===== src/rtl/router_pkg.sv =====
// Shared defaults and entry layout for the router output FIFO.
// Each stored entry is a data byte tagged with a header-marker bit.
package router_pkg;

  localparam int ROUTER_WIDTH   = 8;
  localparam int ROUTER_DEPTH   = 16;
  localparam int ROUTER_TIMEOUT = 30;

  typedef struct packed {
    logic                    hdr;
    logic [ROUTER_WIDTH-1:0] data;
  } entry_t;

  // Bytes still to pop after a header: payload length plus the parity byte.
  function automatic logic [6:0] pkt_remaining(input logic [ROUTER_WIDTH-1:0] hdr_byte);
    return {1'b0, hdr_byte[7:2]} + 7'd1;
  endfunction

endpackage


===== src/rtl/router_timeout_wdog.sv =====
// Watchdog for an unserviced output port: counts consecutive cycles with data
// waiting and no read, and requests a flush on the TIMEOUT-th such edge.
module router_timeout_wdog
  import router_pkg::*;
#(
  parameter int TIMEOUT = ROUTER_TIMEOUT
) (
  input  logic clock,
  input  logic resetn,
  input  logic vld_out,
  input  logic read_enb,
  output logic flush,
  output logic soft_reset
);

  localparam int CW = $clog2(TIMEOUT);

  logic [CW-1:0] idle_cnt_reg;
  logic          soft_reset_reg;
  logic          idle;

  assign idle       = vld_out && !read_enb;
  assign flush      = idle && (idle_cnt_reg == CW'(TIMEOUT - 1));
  assign soft_reset = soft_reset_reg;

  always_ff @(posedge clock or negedge resetn) begin
    if (!resetn) begin
      idle_cnt_reg   <= '0;
      soft_reset_reg <= 1'b0;
    end else begin
      soft_reset_reg <= flush;
      if (!idle || flush) idle_cnt_reg <= '0;
      else                idle_cnt_reg <= idle_cnt_reg + 1'b1;
    end
  end

endmodule


===== src/rtl/router_out_fifo.sv =====
// Per-port output buffer of the 1x3 router: header-tagged FIFO with registered
// read data, packet-end tracking and a timeout-driven flush.
module router_out_fifo
  import router_pkg::*;
#(
  parameter int WIDTH   = ROUTER_WIDTH,
  parameter int DEPTH   = ROUTER_DEPTH,
  parameter int TIMEOUT = ROUTER_TIMEOUT
) (
  input  logic             clock,
  input  logic             resetn,
  input  logic             write_enb,
  input  logic             lfd_state,
  input  logic [WIDTH-1:0] data_in,
  input  logic             read_enb,
  output logic [WIDTH-1:0] data_out,
  output logic             vld_out,
  output logic             full,
  output logic             empty,
  output logic             eop,
  output logic             soft_reset
);

  localparam int PW = $clog2(DEPTH);

  entry_t        mem [DEPTH];
  entry_t        popped;
  logic [PW-1:0] wr_ptr_reg, rd_ptr_reg;
  logic [PW:0]   count_reg;
  logic [6:0]    byte_cnt_reg;
  logic [WIDTH-1:0] data_out_reg;
  logic          eop_reg;
  logic          flush;
  logic          wr_acc, rd_acc;

  assign full     = (count_reg == (PW+1)'(DEPTH));
  assign empty    = (count_reg == '0);
  assign vld_out  = !empty;
  assign data_out = data_out_reg;
  assign eop      = eop_reg;

  // full/empty are sampled before the edge, so a pop never frees room for a
  // same-cycle push and a push never feeds a same-cycle pop.
  assign wr_acc = write_enb && !full  && !flush;
  assign rd_acc = read_enb  && !empty && !flush;
  assign popped = mem[rd_ptr_reg];

  router_timeout_wdog #(.TIMEOUT(TIMEOUT)) u_wdog (
    .clock      (clock),
    .resetn     (resetn),
    .vld_out    (vld_out),
    .read_enb   (read_enb),
    .flush      (flush),
    .soft_reset (soft_reset)
  );

  always_ff @(posedge clock) begin
    if (wr_acc) mem[wr_ptr_reg] <= '{hdr: lfd_state, data: data_in};
  end

  always_ff @(posedge clock or negedge resetn) begin
    if (!resetn) begin
      wr_ptr_reg   <= '0;
      rd_ptr_reg   <= '0;
      count_reg    <= '0;
      byte_cnt_reg <= '0;
      data_out_reg <= '0;
      eop_reg      <= 1'b0;
    end else if (flush) begin
      wr_ptr_reg   <= '0;
      rd_ptr_reg   <= '0;
      count_reg    <= '0;
      byte_cnt_reg <= '0;
      data_out_reg <= '0;
      eop_reg      <= 1'b0;
    end else begin
      eop_reg <= 1'b0;
      if (wr_acc) wr_ptr_reg <= wr_ptr_reg + 1'b1;
      if (rd_acc) begin
        rd_ptr_reg   <= rd_ptr_reg + 1'b1;
        data_out_reg <= popped.data;
        if (popped.hdr) begin
          byte_cnt_reg <= pkt_remaining(popped.data);
        end else if (byte_cnt_reg != '0) begin
          byte_cnt_reg <= byte_cnt_reg - 1'b1;
          eop_reg      <= (byte_cnt_reg == 7'd1);
        end
      end
      case ({wr_acc, rd_acc})
        2'b10:   count_reg <= count_reg + 1'b1;
        2'b01:   count_reg <= count_reg - 1'b1;
        default: count_reg <= count_reg;
      endcase
    end
  end

endmodule


===== config.mk =====
export PLATFORM = sky130hd
export DESIGN_NAME = router_out_fifo
export DESIGN_NICKNAME = d
export VERILOG_FILES = /design/src/rtl/router_pkg.sv /design/src/rtl/router_timeout_wdog.sv /design/src/rtl/router_out_fifo.sv
export SDC_FILE = /design/constraint.sdc
export NUM_CORES = 1
export LEC_CHECK = 0
export BUFFER_PORTS_ARGS = -buffer_cell sky130_fd_sc_hd__clkbuf_2
export CORE_AREA = 5 5 181 183
export CTS_BUF_LIST = sky130_fd_sc_hd__clkbuf_8
export DETAILED_ROUTE_END_ITERATION = 7
export DIE_AREA = 0 0 186 188
export GPL_ROUTABILITY_DRIVEN = 0
export SETUP_SLACK_MARGIN = 0.1
export SLEW_MARGIN = 20
export SYNTH_ARGS = -nofsm -noshare
export SYNTH_HDL_FRONTEND = slang
export SYNTH_SLANG_ARGS = --single-unit

===== constraint.sdc =====
create_clock -name clock -period 3.3 [get_ports clock]
set_input_delay 0.99 -clock clock [delete_from_list [all_inputs] [get_ports clock]]
set_output_delay 0.99 -clock clock [all_outputs]
set_load 0.05 [all_outputs]

Yosys cells after proc, flatten, opt, wreduce, memory -nomap -nowiden
Memory sizes are Yosys's and may differ from the RTL's.
Index checks and enable logic that the tools add are counted.
- multiplexer cells: 19
- reductions and logical operators: 19
- bitwise operators: 0
- equal/unequal tests: 5
- multipliers: 0
- shifts and indexed selects: 0
- add/subtract/negate cells: 7
- $lt $le $gt $ge: 0
- divide/modulo/power cells: 0
- operators with widths (operator ; count):
    two-way mux 7 bit ; 4
    two-way mux 4 bit ; 4
    two-way mux 8 bit ; 2
    adder 5 x 1 -> 5 bit (second input constant) ; 2
    == test 5 bit (second input constant) ; 2
    two-way mux 5 bit ; 2
    case mux 5 bit (2 select lines) ; 1
    adder 4 x 1 -> 4 bit (second input constant) ; 2
    adder 6 x 1 -> 7 bit (second input constant) ; 1
    == test 7 x 1 -> 1 bit (second input constant) ; 1
    nonzero test 7 bit ; 1
    subtractor 7 x 1 -> 7 bit (second input constant) ; 1
    logical AND 1 bit ; 6
    two-way mux 1 bit ; 6
    nonzero test 3 bit ; 2
    logical NOT 1 bit ; 5
    logical NOT 5 bit ; 1
    subtractor 5 x 1 -> 5 bit (second input constant) ; 1
    nonzero test 2 bit ; 2
    == test 2 x 1 -> 1 bit (second input constant) ; 1
    == test 2 bit (second input constant) ; 1
    AND reduction 2 bit ; 1
    logical OR 1 bit ; 1
- bits in latches: 0
- bits in writable memories: 144
- memories kept: 1
- output and inout port bits: 13
- input port bits: 13
- logic and storage cells: 59
- register bits: 35
- memory bits (read-only): 0
- memory list (name ; words ; width ; rd ports ; clocked after Yosys merged registers in ; wr ports ; RTL line ; source):
    mem ; 16 ; 9 ; 1 ; 0 ; 1 ; router_out_fifo.sv:26 ; entry_t mem [DEPTH];

Longest topological paths before layout
Gate-level depths: netlist of the first run.
- depth after elaboration: 9
- gate-level depth with buffers: 12
- depth with buffers taken out: 10

Cells and area by module
Synthesis of the first run repeated with hierarchy kept, for this count alone.
- cell total of the unflattened synthesis: 460
- area total of the unflattened synthesis: 7573.5 µm²
- modules (own cells, without submodules) (module ; instances ; cells an instance ; area an instance (µm²)):
    router_out_fifo ; 1 ; 438 ; 7318.3
    router_timeout_wdog ; 1 ; 22 ; 255.2

Least setup slack after synthesis of the first run
No wires, ideal clock.
- path kind: register to register
- from: register count_reg[1]
- to: memory mem[4][0] (netlist name), enable pin
- setup time: 0.387 ns
- data required time: 2.913 ns
- arrival: 2.880 ns
- slack: 0.034 ns
- cell stages (with the launch flop): 7
- period minus slack after synthesis: 3.266 ns
- cells stage by stage: dfrtp_1 or4_1 nor2_1 or3_1 and2_1 nand2_1 nor3_1
- word-level cells in the longest chain between the ends: 8
- elaborated cells between the ends (all ways): 11
- classes of those cells: eq/ne: 1; mux: 2; reduce/logical: 8
- RTL lines (item ; RTL line ; source):
    start, declared ; router_out_fifo.sv:29 ; logic [PW:0] count_reg;
    start signal, assigned ; router_out_fifo.sv:90 ; 2'b10: count_reg <= count_reg + 1'b1;
    start signal, assigned ; router_out_fifo.sv:91 ; 2'b01: count_reg <= count_reg - 1'b1;
    start signal, assigned ; router_out_fifo.sv:92 ; default: count_reg <= count_reg;
    logical NOT 5 bit ; router_out_fifo.sv:37 ; assign empty = (count_reg == '0);
    net empty ; router_out_fifo.sv:19 ; output logic empty,
    logical NOT 1 bit ; router_out_fifo.sv:38 ; assign vld_out = !empty;
    logical AND 1 bit ; router_timeout_wdog.sv:22 ; assign idle = vld_out && !read_enb;
    logical AND 1 bit ; router_timeout_wdog.sv:23 ; assign flush = idle && (idle_cnt_reg == CW'(TIMEOUT - 1));
    logical NOT 1 bit ; router_out_fifo.sv:44 ; assign wr_acc = write_enb && !full && !flush;
    logical AND 1 bit ; router_out_fifo.sv:44 ;
    two-way mux 1 bit ; router_out_fifo.sv:58 ; if (wr_acc) mem[wr_ptr_reg] <= '{hdr: lfd_state, data: data_in};
    two-way mux 1 bit (implied by the code) ; router_out_fifo.sv:58 ;
    end, declared ; router_out_fifo.sv:26 ;
The timed path passes the listed nets, and every way through them passes these cells.

Final worst setup path of the first run
- from: register count_reg[1]
- to: output port vld_out
- word-level cells in the longest chain between the ends: 2
- RTL lines (item ; RTL line ; source):
    logical NOT 5 bit ; router_out_fifo.sv:37 ;
    logical NOT 1 bit ; router_out_fifo.sv:38 ;
    end, declared ; router_out_fifo.sv:17 ; output logic vld_out,
Every way passes these cells.

==> results.cfg, run 1 <==
[power_and_ir_drop]
power.switching_mw = 2.56
powerDensity_nw_per_um2 = 803
p_clk_share_pct = 21.3
sw_frac_of_total_pct = 36.3
p_leak_nw = 3.13
ir_worst_vdd_v = 0.000292
seq_power_share_pct = 43.7
p_int_mw = 4.49
power_frac_comb_pct = 35.0

[final_layout]
multi_input_area_um2 = 2220
drive_gt1_share_pct = 23.6
seq_area_um2 = 5200
nets = 565
final_cell_area_um2 = 8770
area_delta_synth_final_pct = 15.7
insertedDiodeCount = 0
largest_register_ffs = 144
fill_cells = 3118

[setup_path]
cp.required_ns = 2.31
cp-start-kind = flip-flop
endpoint_kind = primary output
worst-setup-path-type = flip-flop to primary output
critPathMaxFanout = 5
worst_ep_arrival_time_ns = 1.94
worstPathCellList = or4_1 -> nor2_2 -> inv_1 -> clkbuf_2
path_buf_inv = 2
slowest_stage = or4_1
slowest_delay_ns = 0.61
crit_family = simple AND/OR/NAND/NOR gates

[run_status]
status = finished, final reports clean

[global_routing]
grt_max_degree = 36
grt_overflow = 0
grt_pass1_wl_um = 25700
grt.total_usage_pct = 9.75
antenna_found_initial = 0
grt_pass1_vias = 4265

[sta]
finalClockSkew_ns = 0.0189
drv_slew = 0
slew_headroom_pct = 35.6
finalCritPeriodShare_pct = 88.9
whs_ns = 0.495
setup_violations = 0
max_freq_mhz = 341
setup_tns_ns = 0
hold_violations = 0
rsz0062_at_grt = no
period_minus_slack_ns = 2.93
worst_slew_pin_slew_ns = 0.966

[clock_tree]
max-clock-path-buffers = 2
cts.sinks = 179
cts_hold_buf = 0
postCtsResizedCells = 0
clockRootBuffer = clkbuf_8
clk_latency_ns = 0.46
tritoncts = yes
clk_pin_slew_ns = 0.09
cts_setup_buffers = 0
h-tree-depth = 4
cts_buffers = 17

[detailed_routing]
antenna_left = 0
drt_pass1_iterations = 4
viasPerCell = 4.49
wl_met1_um = 7600
wl_met2_um = 7960
wl_um = 16700
first_iter_violations = 334
drc = 0
wl_per_cell_um = 17.5
routed.top_layer = met4
vias = 4271
wl_met3_um = 970

[synthesis]
synth_fp_nets = 508
synthTopCellsByArea = edfxtp_1 57%, dfrtp_1 12%, mux4_2 10%
synth-edff-count = 144
syn-mean-instance-area_um2 = 15.8
synth.most_common_cell = edfxtp_1
ys_top_cells_by_count = 144 x edfxtp_1, 41 x nand2_1, 35 x dfrtp_1, 34 x mux4_2, 27 x nor2_1
ys_seq_area_share_pct = 68.6
yosysTopAreaCellShare_pct = 57.0
synthDistinctLibCells = 50
async_flop_share_pct = 19.6
syn-instance-count = 480
synthFlopType = edfxtp_1
yosysWarnings = 0
synth_area_leader_cell = edfxtp_1
synth.cell_area_um2 = 7580
ys_ff_latch = 179

[place]
dp.final_hpwl_um = 11400
place_area_um2 = 8380
io_buffers = 25

[die]
die_y_um = 188
core-area_um2 = 31100
rows = 65
io_pins = 26
die_area_um2 = 35000
die_w_um = 186
initial_core_util_pct = 24.4

[min_path]
hold_class = flip-flop to flip-flop

[run]
max-cap-violations = 0
==> power by group through the flow <==
| stage | Clock (mW) | Combinational (mW) | Sequential, mW |
|---|---|---|---|
| floorplan | 0 | 1.71 | 3.15 |
| global placement | 0 | 2.46 | 3.12 |
| detailed placement | 0 | 2.48 | 3.13 |
| CTS | 1.53 | 2.49 | 3.08 |
| global route | 1.63 | 2.70 | 3.13 |
| finish | 1.50 | 2.47 | 3.08 |
==> final timing paths <==
kind / start / end / slack (ns) / cells after the start
setup / recovery: count_reg[1] / vld_out / 0.37 / 4
hold / removal: u_wdog.idle_cnt_reg[0] / u_wdog.idle_cnt_reg[0] / 0.49 / 1
setup reg to reg: rd_ptr_reg[0] / byte_cnt_reg[4] / 0.46 / 5
hold reg to reg: u_wdog.idle_cnt_reg[0] / u_wdog.idle_cnt_reg[0] / 0.49 / 1
max in group asynchronous: resetn / rd_ptr_reg[0] / 1.98 / 1
min in group asynchronous: resetn / data_out[7] / 0.66 / 1
==> metrics by stage <==
step / power (mW) / cells / setup WS (ns) / util (%)
after floorplan: 4.85 / 480 / 0.281 / -
after global placement: 5.59 / 920 / 0.425 / 27.0
after detailed placement: 5.61 / 920 / 0.425 / 27.0
after CTS: 7.10 / 952 / 0.332 / 28.2
after global routing: 7.46 / 952 / 0.251 / 28.2
final: 7.05 / 952 / 0.367 / 28.2
==> layout make-up <==
class / count / area share (%)
clock buffer: 17 / 2.67
tap: 402 / 5.73
sequential: 179 / 59.3
clock inverter: 15 / 1.75
inverter: 18 / 0.770
timing repair buffer: 59 / 4.48
multi-input combinational: 262 / 25.3
==> cells by family (layout without fill, tap and decap cells) <==
kind of cell               Yosys count  count (layout)  share of synthesized area [%]
AOI/OAI and AO/OA                   55              55                           4.79
xor gates and xnor gates            14              14                           1.62
adders and majority gates           15              15                           2.58
buffers and inverters               39             109                           2.16
DFF                                179             179                           68.6
muxes                               50              50                           12.2
and+or+nand+nor                    128             128                           8.02
==> routing by layer <==
metal / global-route usage, % / vias to the layer above
met2: 15.1 / 108
met3: 2.75 / 14
met1: 13.7 / 2190
met5: 0 / -
li1: - / 1959
met4: 2.07 / 0
==> placed cells by master (no fill, tap or decap), types with 2 or more instances in the layout <==
master     Yosys  final
a211oi_1       2      2
a21o_1         2      2
a21oi_1       13     13
a221oi_1       6      6
a22oi_1        6      6
and2_1         6      6
buf_4          3     33
bufinv_16      0      2
clkbuf_2       0     25
clkbuf_8       0     17
clkinv_2       0      2
clkinv_4       0      2
dfrtp_1       35     34
edfxtp_1     144    144
ha_1          14     14
inv_1         17     18
inv_6          0      4
mux2i_1       15     15
mux4_2        34     34
nand2_1       41     41
nand3_1       18     18
nand4_1        4      4
nand4b_1       2      2
nor2_1        27     26
nor2b_1        3      3
nor3_1        13     13
nor3b_1        2      2
o21ai_0       14     14
o31ai_1        3      3
or3_1          3      3
xnor2_1        7      7
xor2_1         7      7
Power figures use the tool's default switching activity.
==> inputs of run 2 (changes only) <==
CORE_AREA = 5 5 118 120   (was 5 5 181 183)
CTS_BUF_LIST = sky130_fd_sc_hd__clkbuf_16   (was sky130_fd_sc_hd__clkbuf_8)
DIE_AREA = 0 0 123 125   (was 0 0 186 188)
PLACE_DENSITY = 0.77   (was default)
==> run 2 against run 1 <==
Net effect:
- first-iteration DRC count rose by 57%
- largest power group unchanged
- via count rose by 2.0%
- sequential cell count did not move
- total power rose by 8.5%
- highest routed layer unchanged
- register-to-register slack got worse by 0.04 ns
- global-route usage rose by 13 points
- wire length fell by 4.9%
- hold slack improved by 0.0079 ns
- utilization rose by 39 points
- sequential share of layout area rose by 0.94 points
- setup slack improved by 0.020 ns
==> results.cfg, run 2 (same netlist as run 1, synthesis figures left out) <==
[run_status]
status = finished, final reports clean

[setup_path]
worst_ep_arrival_time_ns = 1.92
critPathMaxFanout = 5
worst-setup-path-type = flip-flop to primary output
cp-start-kind = flip-flop
cp.required_ns = 2.31
endpoint_kind = primary output
r2r_cells = 9
crit_start = count_reg[1]
worstReg2RegStart = rd_ptr_reg[1]
r2r_slack_ns = 0.42

[final_layout]
nets = 554
drive_gt1_share_pct = 22.3
final_cell_area_um2 = 8630
layout_common_cells = 144 x edfxtp_1, 41 x nand2_1, 34 x mux4_2, 34 x dfrtp_1, 26 x nor2_1
area_delta_synth_final_pct = 13.9
multi_input_area_um2 = 2220
fin_cells = 715
largest_register_ffs = 144
layout_commonest_cell = edfxtp_1
insertedDiodeCount = 0
fin_util_pct = 67.1
seq_area_um2 = 5200
fill_cells = 851

[clock_tree]
cts.sinks = 179
postCtsResizedCells = 0
clk_latency_ns = 0.43
clk_pin_slew_ns = 0.07
h-tree-depth = 4
cts_setup_buffers = 0
max-clock-path-buffers = 2
clockRootBuffer = clkbuf_16
cts_hold_buf = 0
cts_buffers = 17
tritoncts = yes

[min_path]
hold_class = flip-flop to flip-flop
min_from = u_wdog.idle_cnt_reg[0]
hold_depth = 1

[sta]
hold_violations = 0
max_freq_mhz = 343
worst_slew_pin_slew_ns = 0.869
finalClockSkew_ns = 0.00844
post-route-worst-setup-slack_ns = 0.387
setup_tns_ns = 0
setup_violations = 0
rsz0062_at_grt = no
period_minus_slack_ns = 2.91
finalCritPeriodShare_pct = 88.3
slew_headroom_pct = 42.0
whs_ns = 0.503
drv_slew = 0

[place]
dp.final_hpwl_um = 10500
place_area_um2 = 8010
dp_slack_ns = 0.389
io_buffers = 25
placedCellCount = 683

[detailed_routing]
drc = 0
wl_per_cell_um = 22.2
drt_pass1_iterations = 5
first_iter_violations = 524
antenna_left = 0
viasPerCell = 6.10
vias = 4358
wl_um = 15900

[die]
die_y_um = 125
rows = 42
die_area_um2 = 15400
core-area_um2 = 12900
io_pins = 26
die_w_um = 123
initial_core_util_pct = 58.9

[global_routing]
grt_pass1_vias = 4391
grt_pass1_wl_um = 25300
antenna_found_initial = 0
grt_max_degree = 36
grt.total_usage_pct = 22.4
grt_overflow = 0

[power_and_ir_drop]
p_leak_nw = 3.16
power.total_mw = 7.65
seq_power_share_pct = 40.5
p_clk_share_pct = 27.8
power_frac_comb_pct = 31.6
ir_worst_vdd_v = 0.000503
sw_frac_of_total_pct = 33.9
powerDensity_nw_per_um2 = 885
power.switching_mw = 2.59
p_int_mw = 5.05

[run]
max-cap-violations = 0
run 2: layout make-up:
class                   instances  area share [%]
inverters                      18           0.782
multi-input cells             262            25.7
flip-flops and latches        179            60.2
clock buffers                  17            4.93
repair buffers                 48            3.45
clock inverters                15            2.36
well taps                     176            2.55
run 2: final timing paths:
kind,end
max reg2reg,byte_cnt_reg[4]
min,u_wdog.idle_cnt_reg[0]
min in group asynchronous,wr_ptr_reg[2]
min reg2reg,u_wdog.idle_cnt_reg[0]
max in group asynchronous,rd_ptr_reg[0]
max,vld_out
run 2: metal layers:
metal,vias up,wire (um),GRT usage (%)
li1,1936,-,-
met3,23,1200,6.14
met4,0,294,6.97
met1,2214,6640,32.0
met5,-,0,0
met2,185,7730,34.0
run 2: power groups by stage:
stage               clock network (mW)  logic [mW]  registers, mW
finish                            2.13        2.42           3.10
global route                      2.27        2.63           3.14
CTS                               2.16        2.40           3.10
detailed placement                   0        2.39           3.14
global placement                     0        2.32           3.11
floorplan                            0        1.71           3.15
run 2: worst max-delay path, stage by stage (launching register included):
cell,delay (ns)
dfrtp_1,0.43
or4_1,0.61
nor2_2,0.15
inv_1,0.07
clkbuf_2,0.24
==> inputs of run 3 (changes only) <==
clock period = 2.81 ns   (was 3.3 ns; I/O delays follow)
==> run 3 against run 2 <==
Net effect:
- first-iteration DRC count fell by 10%
- sequential cell count did not move
- largest cell class unchanged
- highest routed layer unchanged
- via count rose by 2.1%
==> results.cfg, run 3 (same netlist as run 1, synthesis figures left out) <==
[run_status]
status = finished, final reports clean

[sta]
slew_headroom_pct = 37.1
whs_ns = 0.491
max_freq_mhz = 368
rsz0062_at_grt = yes
worst_slew_pin_slew_ns = 0.938
finalCritPeriodShare_pct = 96.6
finalClockSkew_ns = 0.0141
post-route-worst-setup-slack_ns = 0.0942
drv_slew = 0
period_minus_slack_ns = 2.72
hold_violations = 0
setup_violations = 0

[detailed_routing]
wl_um = 16300
drt_pass1_iterations = 5
vias = 4451
drc = 0
first_iter_violations = 470
antenna_left = 0
wl_per_cell_um = 22.4
viasPerCell = 6.14

[die]
initial_core_util_pct = 58.9
core-area_um2 = 12900
io_pins = 26
die_y_um = 125
die_area_um2 = 15400
die_w_um = 123
rows = 42

[clock_tree]
tritoncts = yes
clk_pin_slew_ns = 0.07
clockRootBuffer = clkbuf_16
cts.sinks = 179
max-clock-path-buffers = 2
clk_latency_ns = 0.43
cts_buffers = 17
h-tree-depth = 4

[setup_path]
worst_ep_arrival_time_ns = 2.76
cp-start-kind = flip-flop
worst-setup-path-type = flip-flop to flip-flop
cp.required_ns = 2.85
critPathMaxFanout = 9
endpoint_kind = flip-flop

[place]
placedCellCount = 691
dp.final_hpwl_um = 10900
dp_slack_ns = -0.0290
place_area_um2 = 8130
io_buffers = 25

[power_and_ir_drop]
power.total_mw = 9.01
p_leak_nw = 3.21
sw_frac_of_total_pct = 35.3
seq_power_share_pct = 40.0
power_frac_comb_pct = 36.0
ir_worst_vdd_v = 0.000544
p_clk_share_pct = 24.0
powerDensity_nw_per_um2 = 1030
p_int_mw = 5.83
power.switching_mw = 3.18

[global_routing]
antenna_found_initial = 0
grt_pass1_wl_um = 25800
grt_pass1_vias = 4616
grt_max_degree = 36
grt.total_usage_pct = 22.9
grt_overflow = 0

[final_layout]
largest_register_ffs = 144
final_cell_area_um2 = 8760
layout_common_cells = 144 x edfxtp_1, 41 x nand2_1, 34 x mux4_2
drive_gt1_share_pct = 26.2
insertedDiodeCount = 0
layout_commonest_cell = edfxtp_1
nets = 565
multi_input_area_um2 = 2310
area_delta_synth_final_pct = 15.6
fin_cells = 725
fill_cells = 821
seq_area_um2 = 5200

[min_path]
hold_class = flip-flop to flip-flop

[run]
max-cap-violations = 0
==> run 3: cell count changes in the layout (fill, tap and decap cells not counted), sizes merged <==
cell / delta
buf: +12
bufinv: -3
clkbuf: -1
clkinv: +4
clkinvlp: -2
==> run 3: worst max-delay path: stages (launching register included) <==
cell	delay [ns]
dfrtp_1	0.38
or4_4	0.56
nor2_4	0.10
or3_1	0.13
and2_1	0.21
nand2_1	0.17
nor3_2	0.77
==> run 3: per-layer routing <==
metal	track usage, %	part of all wire (%)	vias up	wire length, um
li1	-	-	1972	-
met3	7.81	8.3	35	1350
met4	7.36	2.4	0	395
met5	0	0	-	0
met2	36.7	51	209	8270
met1	29.8	38	2235	6240
==> run 3: repair_timing <==
item	CTS	global route
pin swaps	0	1
endpoints found under the setup margin	95	69
hold endpoints to repair	0	0
setup buffers	1	2
gates resized for setup	10	8
hold buffers	0	0
==> run 3: metrics by stage <==
step / TNS, ns / util [%]
2_1_floorplan: 0 / -
3_3_place_gp: 0 / 63.1
3_5_place_dp: -0.0290 / 63.1
4_1_cts: 0 / 67.7
5_1_grt: -0.536 / 68.1
6_report: 0 / 68.1
==> run 3: area by class of cell <==
type	count	share of cell area, %
flip-flops and latches	179	59.4
multi-input cells	262	26.4
clock buffers	17	4.85
repair buffers	59	4.78
well taps	176	2.51
clock inverters	14	1.31
inverters	18	0.771
==> run 3: power by group through the flow <==
stage	registers, mW	clock network, mW	logic [mW]
after floorplan	3.69	0	2.04
final	3.60	2.16	3.25
after global placement	3.64	0	2.99
after global routing	3.64	2.35	3.51
after detailed placement	3.66	0	3.09
after CTS	3.62	2.19	3.15
==> run 3: final timing paths <==
check	end	slack, ns	cells after the start	from
worst max-delay path	mem[8][5]	0.09	6	count_reg[2]
worst min-delay path	u_wdog.idle_cnt_reg[0]	0.49	1	u_wdog.idle_cnt_reg[0]
worst max register to register	mem[8][5]	0.09	6	count_reg[2]
worst min register to register	u_wdog.idle_cnt_reg[0]	0.49	1	u_wdog.idle_cnt_reg[0]
max in group asynchronous	rd_ptr_reg[1]	1.69	1	resetn
min in group asynchronous	data_out[1]	0.53	1	resetn
